## config.mk

```make
export PLATFORM = sky130hd
export DESIGN_NAME = lsu_mem_ctrl
export DESIGN_NICKNAME = d
export VERILOG_FILES = /design/src/rtl/lsu_mem_ctrl.sv
export SDC_FILE = /design/constraint.sdc
export NUM_CORES = 1
export LEC_CHECK = 0
export CORE_ASPECT_RATIO = 0.5
export CORE_MARGIN = 2
export CORE_UTILIZATION = 35
export DETAILED_ROUTE_END_ITERATION = 6
export PLACE_DENSITY = 0.66
export SLEW_MARGIN = 25
export SYNTH_ARGS = -nofsm -noshare
export SYNTH_HDL_FRONTEND = slang
export SYNTH_SLANG_ARGS = --single-unit
```

## constraint.sdc

```tcl
create_clock -name clk -period 1.8 [get_ports clk]
set_clock_uncertainty 0.05 [all_clocks]
set_input_delay 0.36 -clock clk [delete_from_list [all_inputs] [get_ports clk]]
set_output_delay 0.36 -clock clk [all_outputs]
set_load 0.005 [all_outputs]
```

## src/rtl/lsu_mem_ctrl.sv

```systemverilog
// lsu_mem_ctrl: load/store initiator between the core memory stage and a
// word-addressed data memory. Handles sub-word load extraction and
// read-modify-write for byte/halfword stores.
// Optional macro LSU_MISALIGN_TRAP_EN: when defined, misaligned half/word
// requests are answered with resp_err and no memory access; when undefined,
// the address is forced to natural alignment and the access proceeds.
module lsu_mem_ctrl #(
   parameter int unsigned DATA_WIDTH = 32,
   parameter int unsigned ADDR_WIDTH = 32
) (
   input  logic                  clk,
   input  logic                  rst_n,
   input  logic                  req_valid,
   output logic                  req_ready,
   input  logic                  req_we,
   input  logic [2:0]            req_funct3,
   input  logic [ADDR_WIDTH-1:0] req_addr,
   input  logic [DATA_WIDTH-1:0] req_wdata,
   output logic                  resp_valid,
   input  logic                  resp_ready,
   output logic [DATA_WIDTH-1:0] resp_rdata,
   output logic                  resp_err,
   output logic                  mem_read,
   output logic                  mem_write,
   output logic [ADDR_WIDTH-1:0] mem_addr,
   output logic [DATA_WIDTH-1:0] mem_wdata,
   input  logic [DATA_WIDTH-1:0] mem_rdata
);

   typedef enum logic [1:0] {StIdle, StRd, StWr, StResp} state_e;

   state_e          state_q;
   logic            we_q;
   logic [2:0]      funct3_q;
   logic [1:0]      lane_q;
   logic [15:0]     wdata_q;

   logic                  size_w;
   logic                  size_h;
   logic                  illegal;
   logic                  acc_err;
   logic [ADDR_WIDTH-1:0] acc_addr;
`ifdef LSU_MISALIGN_TRAP_EN
   logic                  misal;
`endif

   // Sign/zero extension of the addressed byte or halfword of a read word.
   function automatic logic [31:0] load_ext(input logic [31:0] w, input logic [2:0] f3,
                                            input logic [1:0] lo);
      logic [7:0]  b;
      logic [15:0] h;
      unique case (lo)
         2'd0:    b = w[7:0];
         2'd1:    b = w[15:8];
         2'd2:    b = w[23:16];
         default: b = w[31:24];
      endcase
      h = lo[1] ? w[31:16] : w[15:0];
      case (f3)
         3'b000:  load_ext = {{24{b[7]}}, b};
         3'b001:  load_ext = {{16{h[15]}}, h};
         3'b100:  load_ext = {24'd0, b};
         3'b101:  load_ext = {16'd0, h};
         default: load_ext = w;
      endcase
   endfunction

   // Insert store data into the addressed lane(s) of the read word.
   function automatic logic [31:0] store_merge(input logic [31:0] w, input logic [2:0] f3,
                                               input logic [1:0] lo, input logic [15:0] wd);
      logic [31:0] m;
      m = w;
      if (f3[1:0] == 2'b00) begin
         unique case (lo)
            2'd0:    m[7:0]   = wd[7:0];
            2'd1:    m[15:8]  = wd[7:0];
            2'd2:    m[23:16] = wd[7:0];
            default: m[31:24] = wd[7:0];
         endcase
      end else if (lo[1]) begin
         m[31:16] = wd;
      end else begin
         m[15:0] = wd;
      end
      store_merge = m;
   endfunction

   // Decode the incoming request: legality, alignment and effective address.
   always_comb begin
      size_h  = (req_funct3[1:0] == 2'b01);
      size_w  = (req_funct3[1:0] == 2'b10);
      illegal = req_we ? (req_funct3[2] | (req_funct3[1:0] == 2'b11))
                       : ((req_funct3[1:0] == 2'b11) | (req_funct3[2] & req_funct3[1]));
`ifdef LSU_MISALIGN_TRAP_EN
      misal    = (size_h & req_addr[0]) | (size_w & (req_addr[1:0] != 2'b00));
      acc_err  = illegal | misal;
      acc_addr = req_addr;
`else
      acc_err  = illegal;
      acc_addr = req_addr;
      if (size_h) begin
         acc_addr[0] = 1'b0;
      end else if (size_w) begin
         acc_addr[1:0] = 2'b00;
      end
`endif
   end

   // Transaction FSM; every memory and response output is registered here.
   always_ff @(posedge clk or negedge rst_n) begin
      if (!rst_n) begin
         state_q    <= StIdle;
         req_ready  <= 1'b1;
         resp_valid <= 1'b0;
         resp_rdata <= '0;
         resp_err   <= 1'b0;
         mem_read   <= 1'b0;
         mem_write  <= 1'b0;
         mem_addr   <= '0;
         mem_wdata  <= '0;
         we_q       <= 1'b0;
         funct3_q   <= 3'd0;
         lane_q     <= 2'd0;
         wdata_q    <= 16'd0;
      end else begin
         case (state_q)
            StIdle: begin
               if (req_valid) begin
                  we_q      <= req_we;
                  funct3_q  <= req_funct3;
                  lane_q    <= acc_addr[1:0];
                  wdata_q   <= req_wdata[15:0];
                  req_ready <= 1'b0;
                  if (acc_err) begin
                     state_q    <= StResp;
                     resp_valid <= 1'b1;
                     resp_err   <= 1'b1;
                     resp_rdata <= '0;
                  end else if (req_we && size_w) begin
                     // Full-word store needs no read.
                     state_q   <= StWr;
                     mem_write <= 1'b1;
                     mem_addr  <= {acc_addr[ADDR_WIDTH-1:2], 2'b00};
                     mem_wdata <= req_wdata;
                  end else begin
                     state_q  <= StRd;
                     mem_read <= 1'b1;
                     mem_addr <= {acc_addr[ADDR_WIDTH-1:2], 2'b00};
                  end
               end
            end
            StRd: begin
               mem_read <= 1'b0;
               if (we_q) begin
                  // mem_wdata doubles as the register holding the merged read word.
                  state_q   <= StWr;
                  mem_write <= 1'b1;
                  mem_wdata <= store_merge(mem_rdata, funct3_q, lane_q, wdata_q);
               end else begin
                  state_q    <= StResp;
                  resp_valid <= 1'b1;
                  resp_err   <= 1'b0;
                  resp_rdata <= load_ext(mem_rdata, funct3_q, lane_q);
               end
            end
            StWr: begin
               mem_write  <= 1'b0;
               state_q    <= StResp;
               resp_valid <= 1'b1;
               resp_err   <= 1'b0;
               resp_rdata <= '0;
            end
            StResp: begin
               if (resp_ready) begin
                  state_q    <= StIdle;
                  resp_valid <= 1'b0;
                  resp_err   <= 1'b0;
                  resp_rdata <= '0;
                  req_ready  <= 1'b1;
               end
            end
            default: state_q <= StIdle;
         endcase
      end
   end

endmodule
```

After elaboration in Yosys (flattened, before gate mapping) --
Index checks and enable logic that the tools add are counted.
Word-level totals: flip-flop bits (word level) 123, output and inout bits 101, logic and storage cells 102
Operators by class: equal/unequal tests 19, multiplexer cells 49, bitwise gates (word level) 4, reduce and logical (&&, ||, !) cells 17
Operators with widths (number):
- 32-bit 2-to-1 mux | 9
- 32-bit one-hot mux with 4 select lines | 2
- 32-bit one-hot mux with 2 select lines | 1
- 16-bit 2-to-1 mux | 3
- 8-bit 2-to-1 mux | 4
- 8-bit one-hot mux with 3 select lines | 1
- 1-bit 2-to-1 mux | 18
- 2-bit inequality test, second input constant | 8
- 2-bit == test, second input constant | 5
- 2-bit 2-to-1 mux | 5
- 5-bit AND reduction | 2
- 1-bit one-hot mux with 4 select lines | 2
- 2-bit one-hot mux with 4 select lines | 1
- 4-bit AND reduction | 2
- 2-bit by 1-bit == test with 1-bit output, second input constant | 3
- 3-bit == test, second input constant | 2
- 2-bit logical NOT | 3
- 3-bit AND reduction | 2
- 1-bit one-hot mux with 2 select lines | 2
- 2-bit AND reduction | 2
- 2-bit nonzero test | 2
- 3-bit by 1-bit == test with 1-bit output, second input constant | 1
- 3-bit logical NOT | 1
- 1-bit one-hot mux with 3 select lines | 1
- other kinds (6) | 7

Logic depth before layout (Yosys ltp) --
Gate-level depths: netlist of run 1.
word-level depth 6, depth in mapped cells 8, mapped depth without buffers 6

Least setup slack after synthesis of run 1 --
No wires, ideal clock.
kind reg2reg, start point reg state_q[1], end point reg resp_rdata[22], setup time 0.087 ns, arrival 1.711 ns, data required time 1.663 ns, path slack -0.047 ns, cell stages (with the launch flop) 9, buffers on the path 2, period minus slack after synthesis 1.847 ns, cells stage by stage dfrtp_1 inv_1 ha_1 and2b_1 and3_1 buf_2 nand2_1 buf_2 o211ai_1
Between the ends: longest elaborated chain between the ends 3
Ends and longest elaborated chain:
- start, declared | RTL line 32 | state_e state_q;
- start signal, assigned | RTL line 112 | state_q <= StIdle;
- start signal, assigned | RTL line 135 | state_q <= StResp;
- start signal, assigned | RTL line 141 | state_q <= StWr;
- 2-bit by 1-bit == test with 1-bit output (tied with other cells) | RTL line 126 | case (state_q)
- 2-bit inequality test (no line)
- 4-bit AND reduction (no line)
- end signal, assigned | RTL line 163 | resp_rdata <= load_ext(mem_rdata, funct3_q, lane_q);
- end, declared | RTL line 21 | output logic [DATA_WIDTH-1:0] resp_rdata,
Several ways; a longest one is shown, not always the timed one. A chain may end at the register's enable or synchronous reset.

Worst setup path after layout of run 1 --
start point reg state_q[0], end point reg mem_wdata[21]
Between the ends: longest elaborated chain between the ends 3
Ends and longest elaborated chain:
- 2-bit by 1-bit == test with 1-bit output or 2-bit logical NOT (tied branches) | RTL line 126
- 2-bit inequality test (no line) or 2-bit nonzero test (tied branches)
- 5-bit AND reduction (no line)
- end signal, assigned | RTL line 144 | mem_wdata <= req_wdata;
- end signal, assigned | RTL line 158 | mem_wdata <= store_merge(mem_rdata, funct3_q, lane_q, wdata_q);
- end, declared | RTL line 26 | output logic [DATA_WIDTH-1:0] mem_wdata,
Several ways; a longest one is shown, not always the timed one.

==> run metrics, run 1 <==
outcome=finished, violations left; failing checks=negative setup slack; PortBufs=a little over 200; critical path required time=roughly 2 ns; # Max-Cap Violations=0; Overflow after GRT=0; chip height=between 90 and 100 microns; Netlist cell types=52; family with the most delay on the worst path=compound AO/OA/AOI/OAI gates; Switching Fraction=0.340; ys flop type=dfrtp_1; drt first pass iters=5; Via Count=~5800; EDFF count, synth=0; clk_lat worst skew=0.42 ns; DRC=0; CORE AREA=~17000 sq um; Synth Register Bits=~120; P&R area growth vs syn=61.1%; final wirelength=around 22 mm; Final GP Congestion=approximately 0.87; CP max-delay cell=dfrtp_2; clock transition at the registers of the reported paths=about 0.050 ns; Max Freq=between 500 and 600 MHz; vias in the first global route=6020; Power Dens Cells=roughly 1800 nW/um^2; CP endpoint kind=flop; placed cell count=1043; Starting Density=0.360; Placement Setup Slack=-0.450 ns; Final Critical Period=1.89 ns; CP Launch Type=flop; fraction of layout cells with a size suffix above 1=0.256; H-tree levels=4; WL per Instance=between 20 and 25 microns; Mapped Area=~6300 sq um; final setup TNS=-2.32 ns; fin area=~10000 sq um; yosys warns=0; Worst R2R Setup Slack=-0.09 ns; Seq/Total Area, Yosys=0.490; Overall Global Routing Usage=0.231; initial antenna violation count=0; row cnt=34; clock power share=0.222; post-synthesis average cell area=11.1 sq um; Final Max Slew Viols=0; DP Area=9180 sq um; CP arrival=~2.1 ns; fin crit share=1.05; CTS tree=yes; critical path depth=7; Internal=around 12 mW; Ports=roughly 200; Cells after Synth=between 500 and 600; CTS buffer count=17; Final HPWL DP=around 16 mm; Hold Fails Final Rpt=0; die area=about 19000 sq um; P_leak=roughly 4.3 nW; Async SR Flop Fraction=1.00; FF-to-FF path depth=7; setup slack after layout=-0.0938 ns; Via density=between 5 and 6; first-pass GRT wire length=around 34 mm; worst path cell trace=ha_4, and2b_2, buf_6, o41a_1, buf_12, nand2_1, o211ai_2; DR iter-0 viols=around 500; final non-filler cell total=approximately 1100; post-layout util=0.579; Setup violations, final=35; crit path kind=reg -> reg; slowest stage delay, CP=0.44 ns; pin count of the biggest net entering global routing=between 40 and 50; clk sinks=between 100 and 150; RSZ-0062 raised after global routing=yes; Crit path buffers/inverters=2; Reg power frac=0.279; P_sw=6.17 mW; Longest Clk Path Bufs=2; final net count=946; CTS root buffer=clkbuf_16; worst min path class=in -> async; maximum vdd drop=roughly 0.91 mV; ANT nets after route=0; Diodes inserted=0; Crit Path Max Fanout=33; Die X-Extent=about 190 microns; combinational power share=0.500
power groups by stage:
stage	combinational [mW]	sequential (mW)	clock (mW)
6_report	9.07	5.06	4.02
3_3_place_gp	8.29	5.02	0
5_1_grt	9.77	5.23	4.21
2_1_floorplan	4.02	4.91	0
4_1_cts	8.66	5.05	4.08
3_5_place_dp	8.42	5.07	0
cell families (layout without fill, tap and decap cells):
| group | count (synthesis) | after routing | share of synthesized area |
|---|---|---|---|
| AO/OA/AOI/OAI | 171 | 171 | 0.194 |
| AND/OR/NAND/NOR | 128 | 128 | 0.117 |
| flip-flops | 123 | 123 | 0.490 |
| multiplexers | 86 | 86 | 0.149 |
| buffers and inverters | 55 | 336 | 0.0410 |
| adder cells (fa/ha/maj) | 4 | 4 | 0.00796 |
| other | 1 | 2 | 0.000596 |
| XOR/XNOR | 1 | 1 | 0.00139 |
metrics by stage:
step                hold slack [ns]  total power, mW
floorplan                    0.0144             8.93
CTS                           0.386             17.8
detailed placement            0.288             13.5
global placement              0.288             13.3
global route                  0.429             19.2
finish                        0.379             18.1
per-layer routing:
metal  up-vias  wire, microns  global-route usage
met5         -              0                   0
met4         0            352              0.0705
met3        30           1480              0.0541
met2       228          10700               0.384
met1      2880           9660               0.303
li1       2674              -                   -
timing repair:
action | 4_1_cts | 5_1_grt
pin swaps | 2 | 2
setup buffers | 0 | 5
endpoints found under the hold margin | 25 | 0
cloned | 2 | 2
resized for setup | 18 | 26
endpoints found under the setup margin | 98 | 98
hold buffers | 1 | 0
area by class of cell:
cell class | count | area, sq um
inverter | 9 | 33.8
multi-input combinational | 392 | 3050
timing repair buffer | 295 | 2990
fill | 1447 | 7350
tap | 234 | 293
clock inverter | 12 | 244
clock buffer | 20 | 437
sequential | 123 | 3080
path summary, 6_finish.rpt:
path,from,endpoint
max in group asynchronous,rst_n,funct3_q[1]$_DFFE_PN0P_
hold / removal,rst_n,mem_addr[12]$_DFFE_PN0P_
setup / recovery,state_q[0]$_DFFE_PN0P_,mem_wdata[21]$_DFFE_PN0P_
setup reg to reg,state_q[0]$_DFFE_PN0P_,mem_wdata[21]$_DFFE_PN0P_
min in group clk,mem_wdata[8]$_DFFE_PN0P_,mem_wdata[8]$_DFFE_PN0P_
hold reg to reg,mem_wdata[8]$_DFFE_PN0P_,mem_wdata[8]$_DFFE_PN0P_
sequential cells by signal, summed over array words and instances (netlist names):
| name | count |
|---|---|
| mem_write | 1 |
| state_q | 2 |
| we_q | 1 |
| resp_err | 1 |
| mem_wdata | 32 |
| mem_addr | 30 |
| lane_q | 2 |
| resp_rdata | 32 |
| mem_read | 1 |
| wdata_q | 16 |
| req_ready | 1 |
| resp_valid | 1 |
| funct3_q | 3 |
Yosys cell counts, drive strengths merged, types with 2 or more instances:
master / instances / area, sq um
or4b: 8 / 80.1
o21ai: 81 / 409
nor2b: 8 / 50.1
a22o: 7 / 61.3
ha: 4 / 50.1
dfrtp: 122 / 3050
nand3: 2 / 10.0
o2bb2ai: 17 / 149
nand2b: 13 / 81.3
a222oi: 7 / 70.1
buf: 33 / 175
o211ai: 33 / 293
and2: 2 / 12.5
a211oi: 2 / 15.0
nand2: 48 / 185
a32o: 8 / 80.1
mux2: 51 / 574
a21oi: 6 / 33.8
nor3: 4 / 25.0
nand4: 16 / 100
nor2: 5 / 18.8
inv: 9 / 33.8
clkbuf: 13 / 48.8
nand3b: 18 / 135
mux2i: 34 / 340
cells in the final DEF (no fill, tap or decap), types with 13 or more instances in the layout:
| master | synthesis | routed |
|---|---|---|
| nand4_1 | 16 | 16 |
| o211ai_1 | 24 | 24 |
| buf_12 | 0 | 13 |
| o21ai_1 | 15 | 18 |
| clkbuf_16 | 0 | 18 |
| clkdlybuf4s50_1 | 0 | 200 |
| mux2_2 | 51 | 51 |
| o21ai_0 | 65 | 59 |
| dfrtp_1 | 122 | 118 |
| nand3b_1 | 18 | 18 |
| o2bb2ai_1 | 17 | 17 |
| nand2_1 | 46 | 44 |
| mux2i_1 | 34 | 34 |
| buf_4 | 4 | 65 |
(Power assumes the default switching activity.)
==> inputs of run 2 (changes only) <==
- CTS_CLUSTER_SIZE: not set -> 10
- HOLD_SLACK_MARGIN: not set -> 0.02
==> results of run 2 <==
The final DEF is identical to that of run 1; final timing and power are the same.
